## src/rtl/ff_fifo_pkg.sv

```systemverilog
// ff_fifo_pkg: shared defaults for the flip-flop FIFO.
//   FF_FIFO_WIDTH / FF_FIFO_DEPTH : default data width and entry count
//   count_width(depth)            : width of an occupancy counter covering 0..depth
package ff_fifo_pkg;

  localparam int FF_FIFO_WIDTH = 16;
  localparam int FF_FIFO_DEPTH = 8;

  function automatic int count_width(input int depth);
    return $clog2(depth) + 1;
  endfunction

endpackage

```

## src/rtl/ff_fifo_entry.sv

```systemverilog
// ff_fifo_entry: one storage word of the FIFO with a key comparator.
// Optional feature macro: FF_FIFO_SEARCH_EN (comparator present when defined,
// match tied low otherwise).
// Ports:
//   clk, reset : clock, asynchronous active-high reset (clears the word)
//   we, d      : write enable and write data
//   key        : search key
//   q          : stored word
//   match      : q equals key
module ff_fifo_entry
  import ff_fifo_pkg::*;
#(
  parameter int WIDTH = FF_FIFO_WIDTH
) (
  input  logic             clk,
  input  logic             reset,
  input  logic             we,
  input  logic [WIDTH-1:0] d,
  input  logic [WIDTH-1:0] key,
  output logic [WIDTH-1:0] q,
  output logic             match
);

  // NOTE: storage words are reset like any other state so a cleared FIFO
  // never exposes old data through the search comparators or read port.
  always_ff @(posedge clk or posedge reset) begin
    if (reset) begin
      q <= '0;
    end else if (we) begin
      q <= d;
    end
  end

`ifdef FF_FIFO_SEARCH_EN
  assign match = (q == key);
`else
  logic unused_key;
  assign unused_key = ^key;
  assign match      = 1'b0;
`endif

endmodule

```

## src/rtl/ff_fifo.sv

```systemverilog
// ff_fifo: flip-flop FIFO with valid/ready handshakes, first-word-fall-through
// read port, occupancy count and optional associative search.
// Optional feature macro: FF_FIFO_SEARCH_EN (search outputs driven when defined,
// tied to zero otherwise).
// Ports:
//   clk, reset                  : clock, asynchronous active-high reset
//   flush_i                     : synchronous clear of pointers and count
//   wr_valid_i/wr_data_i/wr_ready_o : write handshake
//   rd_valid_o/rd_data_o/rd_ready_i : read handshake, head entry combinational
//   count_o, full_o, empty_o    : occupancy status
//   search_key_i, search_hit_o, search_idx_o : oldest occupied entry matching key
module ff_fifo
  import ff_fifo_pkg::*;
#(
  parameter int WIDTH = FF_FIFO_WIDTH,
  parameter int DEPTH = FF_FIFO_DEPTH
) (
  input  logic                     clk,
  input  logic                     reset,
  input  logic                     flush_i,
  input  logic                     wr_valid_i,
  input  logic [WIDTH-1:0]         wr_data_i,
  output logic                     wr_ready_o,
  output logic                     rd_valid_o,
  output logic [WIDTH-1:0]         rd_data_o,
  input  logic                     rd_ready_i,
  output logic [$clog2(DEPTH):0]   count_o,
  output logic                     full_o,
  output logic                     empty_o,
  input  logic [WIDTH-1:0]         search_key_i,
  output logic                     search_hit_o,
  output logic [$clog2(DEPTH)-1:0] search_idx_o
);

  localparam int PTR_W = $clog2(DEPTH);
  localparam int CNT_W = count_width(DEPTH);

  typedef logic [PTR_W-1:0] ptr_t;
  typedef logic [CNT_W-1:0] cnt_t;

  ptr_t             wr_ptr, rd_ptr;
  cnt_t             count_q;
  logic             push, pop, wr_en;
  logic [WIDTH-1:0] mem [DEPTH];
  logic [DEPTH-1:0] match;

  // Status comes from the counter alone; pointers are equal both when empty and full.
  assign full_o     = (count_q == cnt_t'(DEPTH));
  assign empty_o    = (count_q == '0);
  assign count_o    = count_q;
  assign wr_ready_o = !full_o;
  assign rd_valid_o = !empty_o;
  assign rd_data_o  = empty_o ? '0 : mem[rd_ptr];

  // Push while full is refused even if a pop frees a slot this cycle.
  assign push  = wr_valid_i && !full_o;
  assign pop   = rd_ready_i && !empty_o;
  assign wr_en = push && !flush_i;

  // NOTE: sequential state uses non-blocking assignments so every register
  // samples the pre-edge values regardless of statement order.
  always_ff @(posedge clk or posedge reset) begin
    if (reset) begin
      wr_ptr  <= '0;
      rd_ptr  <= '0;
      count_q <= '0;
    end else if (flush_i) begin
      wr_ptr  <= '0;
      rd_ptr  <= '0;
      count_q <= '0;
    end else begin
      if (push) wr_ptr <= wr_ptr + ptr_t'(1);
      if (pop)  rd_ptr <= rd_ptr + ptr_t'(1);
      if (push && !pop)      count_q <= count_q + cnt_t'(1);
      else if (pop && !push) count_q <= count_q - cnt_t'(1);
    end
  end

  for (genvar i = 0; i < DEPTH; i++) begin : g_entry
    ff_fifo_entry #(.WIDTH(WIDTH)) u_entry (
      .clk   (clk),
      .reset (reset),
      .we    (wr_en && (wr_ptr == ptr_t'(i))),
      .d     (wr_data_i),
      .key   (search_key_i),
      .q     (mem[i]),
      .match (match[i])
    );
  end

`ifdef FF_FIFO_SEARCH_EN
  // Walk queue positions from the head so the oldest occupied match wins;
  // positions at or beyond count hold stale words and are skipped.
  // NOTE: every always_comb output gets a default first so no latch is inferred.
  always_comb begin
    logic found;
    found        = 1'b0;
    search_hit_o = 1'b0;
    search_idx_o = '0;
    for (int p = 0; p < DEPTH; p++) begin
      if (!found && (cnt_t'(p) < count_q) && match[rd_ptr + ptr_t'(p)]) begin
        found        = 1'b1;
        search_hit_o = 1'b1;
        search_idx_o = ptr_t'(p);
      end
    end
  end
`else
  logic unused_match;
  assign unused_match = |match;
  assign search_hit_o = 1'b0;
  assign search_idx_o = '0;
`endif

endmodule

```

## config.mk

```make
export PLATFORM = sky130hd
export DESIGN_NAME = ff_fifo
export DESIGN_NICKNAME = d
export VERILOG_FILES = /design/src/rtl/ff_fifo_pkg.sv /design/src/rtl/ff_fifo_entry.sv /design/src/rtl/ff_fifo.sv
export SDC_FILE = /design/constraint.sdc
export NUM_CORES = 1
export LEC_CHECK = 0
export BUFFER_PORTS_ARGS = -buffer_cell sky130_fd_sc_hd__buf_2
export CAP_MARGIN = 10
export CORE_MARGIN = 2
export CORE_UTILIZATION = 30
export DETAILED_ROUTE_END_ITERATION = 10
export MAX_ROUTING_LAYER = met4
export PLACE_DENSITY = 0.57
export SLEW_MARGIN = 5
export SYNTH_ARGS = -nofsm -noshare
export SYNTH_HDL_FRONTEND = slang
export SYNTH_SLANG_ARGS = --single-unit
```

## constraint.sdc

```tcl
create_clock -name clk -period 6.45 [get_ports clk]
set_input_delay 0.645 -clock clk [delete_from_list [all_inputs] [get_ports clk]]
set_output_delay 0.645 -clock clk [all_outputs]
set_load 0.01 [all_outputs]
```

* Word-level counts from Yosys, hierarchy flattened *
Cells that the tools add are included.

storage, ports and cells
  word-level logic and storage cells = 59
  register bits after elaboration = 138
  input port bits = 37
  output and inout port bits = 28

cells by class
  add/subtract/negate cells = 4
  equal/unequal tests = 8
  reduce and logical (&&, ||, !) cells = 23
  bitwise logic cells = 1
  mux-type cells = 11
  magnitude comparators = 1

operators by type and width
  kind                                                                    number
  16-bit binary-select mux with 3-bit select                              1
  16-bit 2-to-1 mux                                                       3
  1-bit logical AND                                                       13
  3-bit equality test (second input constant)                             4
  3-bit 2-to-1 mux                                                        4
  4-bit 2-to-1 mux                                                        3
  3-bit by 1-bit adder with 3-bit output (second input constant)          2
  3-bit by 2-bit equality test with 1-bit output (second input constant)  2
  1-bit logical NOT                                                       5
  4-bit by 1-bit adder with 4-bit output (second input constant)          1
  4-bit equality test (second input constant)                             1
  4-bit greater-or-equal comparator (second input constant)               1
  4-bit logical NOT                                                       1
  3-bit NOT with 4-bit output                                             1
  2-bit nonzero test                                                      2
  4-bit by 1-bit subtractor with 4-bit output (second input constant)     1
  3-bit by 1-bit equality test with 1-bit output (second input constant)  1
  3-bit logical NOT                                                       1
  3-bit nonzero test                                                      1

* Depth between registers and ports, before layout *
  depth after elaboration = 8
  gate-level depth with buffers = 10
  depth with buffers taken out = 8

* Cells and area by module *
A second synthesis with hierarchy kept.

second synthesis, totals
  cell total of the unflattened synthesis = 466
  area, all modules = 7159.4 sq um

modules (own cells, without submodules)
  module         cells each  instances  area each (sq um)  seq. area each (sq um)
  ff_fifo_entry  37          8          664.4              400.4
  ff_fifo        170         1          1844.3             250.2

* Least setup slack after synthesis *
Ideal clock, no wire load.

  path kind = register -> register
  start = register count_q[0] (netlist: count_o[0])
  end = register count_q[3] (netlist: count_o[3])
  path buffers = 2
  setup time = 104 ps
  data arrival time = 2519 ps
  clock period less this slack = 2623 ps
  slack = 3827 ps
  data required time = 6346 ps
  stages on the path, launching flop included = 11
  path through = dfrtp_1 buf_6 or4b_4 and2_1 clkbuf_1 nand2_1 ha_1 a21o_1 a2111oi_0 mux2i_1 o311ai_1

between the ends
  elaborated cells between the ends (all ways) = 16
  those cells by class = add/sub (2); eq/ne (1); mux (3); reduce/logical (10)

RTL lines
  element                                                        line                          source
  from (decl)                                                    ff_fifo.sv:42                 cnt_t count_q;
  from (signal assigned)                                         ff_fifo.sv:74                 if (push && !pop) count_q <= count_q + cnt_t'(1);
  from (signal assigned)                                         ff_fifo.sv:75                 else if (pop && !push) count_q <= count_q - cnt_t'(1);
  4-bit equality test *                                          ff_fifo.sv:48                 assign full_o = (count_q == cnt_t'(DEPTH));
  1-bit logical NOT *                                            -
  named net wr_ready_o                                           ff_fifo.sv:23                 output logic wr_ready_o,
  1-bit logical AND *                                            ff_fifo.sv:56                 assign push = wr_valid_i && !full_o;
  1-bit logical AND / 1-bit logical NOT (equally long branches)  ff_fifo.sv:74, ff_fifo.sv:75
  4-bit 2-to-1 mux / 1-bit logical AND (equally long branches)   ff_fifo.sv:74, ff_fifo.sv:75
  4-bit 2-to-1 mux / 3-bit nonzero test (equally long branches)  -

Mark *: on every way through the listed nets, which the timed path passes. The rest lies on a longest branch. The select of a mux whose other input is x is not followed.
A chain may end at the register's enable or synchronous reset.

* Worst setup path in the final report *
  start = register rd_ptr[1]
  end = output rd_data_o[1]

between the ends
  word-level cells in the longest chain between the ends = 5

ends and longest elaborated chain
  element                                               line           source
  from (decl)                                           ff_fifo.sv:41  ptr_t wr_ptr, rd_ptr;
  from (signal assigned)                                ff_fifo.sv:73  if (pop) rd_ptr <= rd_ptr + ptr_t'(1);
  3-bit NOT with 4-bit output (implied by the code)     ff_fifo.sv:53  assign rd_data_o = empty_o ? '0 : mem[rd_ptr];
  16-bit binary-select mux with 3-bit select            ff_fifo.sv:53
  16-bit 2-to-1 mux (implied by the code) (2 in a row)  ff_fifo.sv:53
  16-bit 2-to-1 mux                                     ff_fifo.sv:53
  to (decl)                                             ff_fifo.sv:25  output logic [WIDTH-1:0] rd_data_o,

Every way passes these cells. The select of a mux whose other input is x is not followed.

==> results.md <==
- Status: complete, no violations
- I/O pin count: between 60 and 70
- Hold buffers post-CTS: 0
- Clock transition at path regs: approximately 0.06 ns
- Layout cells sized above 1: around half
- CP cell instances: buf_4 > mux4_2 > mux2i_1 > nor2_1 > buf_2
- Initial antenna violation count: 1
- Setup Total Neg Slack: 0 ns
- Total number of yosys warnings: 0
- GP Congestion: 0.707
- Clk_skew: 0.00870 ns
- Worst min path class: in -> async
- Setup Buffers After CTS: 0
- PortBufs: 44
- Final net count: 523
- # Max-Cap Violations: 0
- Iter 0 DRT Violations: 159
- Most common flop cell mapped by yosys: dfrtp_1
- Total congestion overflow: 0
- Worst path arrival time: 2.62 ns
- Total wire length: 14.7 mm
- Final Max Slew Viols: 0
- Crit path required time: 5.80 ns
- Post-synth EDFFs: 0
- Vias: between 3,000 and 4,000
- Final Cycle Share: approximately half
- Die Ht: 155 um
- Row count: 55
- Peak VDD IR: 0.000159 V
- Worst-margin pin slew: 1.05 ns
- Vias in the first global route: 4,207
- Worst reg2reg setup slack: 3.70 ns
- CP Class: reg -> out
- Post-synth design cell area: 6820 um2
- Worst r2r dst: count_o[3]
- Largest net degree at the start of global routing: 80
- Non-filler instance count after layout: approximately 780
- Buf/Inv on CP: 2
- Post-CTS resize count: 0
- Register area share after synthesis: 50.7%
- Synth top area cells: dfrtp_1 51%, mux2_4 13%, mux2_2 11%, mux4_2 11%, mux2i_1 2.8%
- Leakage: 3.57 nW
- Maximum clock rate: ~310 MHz
- Max_slew headroom: slightly below 30%
- Clk_lat worst skew: around 0.42 ns
- First-pass GRT wire length: between 20 and 25 mm
- Die W: between 150 and 200 um
- Setup crit end kind: output port
- Async SR Flop Fraction: between 90% and 100%
- Synth unique cells: 38
- Syn_area_per_cell: 15.8 um2
- Type of origin of the critical path: flip-flop
- Die area: 23,900 um2
- Worst reg2reg path startpoint: count_o[1]
- Clk root buf: clkbuf_16
- Top cell type's share of synthesized area: 50.7%
- Via density: 4.81
- Synth Register Bits: between 100 and 150
- WHS: 0.441 ns
- Number of buffers created by CTS: 17
- RSZ-0062 raised after global routing: no
- Final hold viol count: 0
- Power Dens Cells: 468 nW/um2
- Max Root-Sink Buffers: 2
- Commonest non-fill, non-tap cell in the layout: dfrtp_1
- DRC: 0
- DR pass1 iterations: 4
- Area Growth Syn to Fin: 15.2%
- Most frequent cells in the layout: 137 x dfrtp_1, 68 x mux2_2, 60 x mux2_4
- Clock sink total: 138
- Tmin final: 3.27 ns
- Wire per inst: 19.0 um
- Biggest area consumer among synthesized cells: dfrtp_1
- Core Footprint: roughly 23,000 um2
- GRT Total Usage: 13.4%
- CP delay by family, top: flip-flops
- Htree depth: 4
- Crit path max-delay cell type: dfrtp_1
- Cells on worst reg2reg path: 8
- Slowest Stage Delay on Critical Path: 0.77 ns
- Placed wire-length estimate: 9.20 mm
- Number of fill cells: 2,157
- Final setup viols: 0
- CTS tree: yes
- Syn Inst Count: 432
- Power Total: between 3 and 4 mW
- Worst Path Max Fanout: 22
- DRT antenna net count: 0
- Initial core utilization: 30.3%
- Cell total after placement: roughly 740
==> metal layers <==
metal / vias to the layer above / part of all wire, % / GRT usage [%]
li1: 1661 / - / -
met1: 1987 / 47 / 17.2
met2: 62 / 48 / 20.9
met3: 21 / 3.3 / 3.75
met4: 0 / 1.5 / 3.97
met5: - / 0 / -
==> how the worst max path moves through the flow <==
stage,from,to,depth (start not counted)
after CTS,rd_ptr[1],rd_data_o[1],5
after detailed placement,rd_ptr[1],rd_data_o[1],5
after global placement,rd_ptr[0],rd_data_o[15],5
final,rd_ptr[1],rd_data_o[1],5
after floorplan,reset,count_o[0],1
after global routing,rd_ptr[0],rd_data_o[8],5
==> area by class of cell <==
cell class                 count  area (um2)  share of cell area (%)
sequential                   138        3450                    44.0
multi-input combinational    256        3090                    39.4
clock buffer                  24         472                    6.01
tap                          285         357                    4.54
timing repair buffer          54         295                    3.76
clock inverter                 8         143                    1.82
inverter                       9        37.5                   0.478
antenna                        1        2.50                  0.0319
==> logic make-up (layout without fill, tap and decap cells) <==
| kind of cell | Yosys count | after routing | synth area share, % |
|---|---|---|---|
| fa+ha+maj | 10 | 10 | 1.95 |
| compound gates | 14 | 14 | 1.56 |
| xor+xnor | 5 | 5 | 0.642 |
| other cells | 1 | 5 | 0.0550 |
| flops | 138 | 138 | 50.7 |
| buf+inv | 41 | 95 | 4.11 |
| mux | 179 | 179 | 37.8 |
| simple gates | 44 | 44 | 3.21 |
==> cell usage after synthesis (2+ instances only) <==
cell,n
and3_1,7
mux2_2,68
mux4_2,32
nor2_1,24
xnor2_1,4
nand2_1,5
buf_4,6
buf_2,4
mux2i_1,19
dfrtp_1,138
a21oi_1,4
ha_1,9
a211oi_1,4
clkbuf_1,7
buf_6,13
inv_1,6
mux2_4,60
buf_1,2
==> through the flow <==
step,instance area [um2],worst slack (ns),util [%]
floorplan,6830,2.11,-
global placement,7240,3.60,32.2
detailed placement,7240,3.57,32.2
CTS,7850,3.10,34.9
global route,7860,3.00,34.9
finish,7860,3.18,34.9
==> where the power goes <==
group	internal [mW]	switching [mW]
Sequential	1.18	0.214
Clock	0.665	0.351
Combinational	0.749	0.513
Total	2.60	1.08
==> state kept, by name, summed over array words and instances, names as in the netlist <==
register / cells
rd_ptr: 3
wr_ptr: 3
g_entry.u_entry.q: 128
count_o: 4
(Power assumes the default switching activity.)
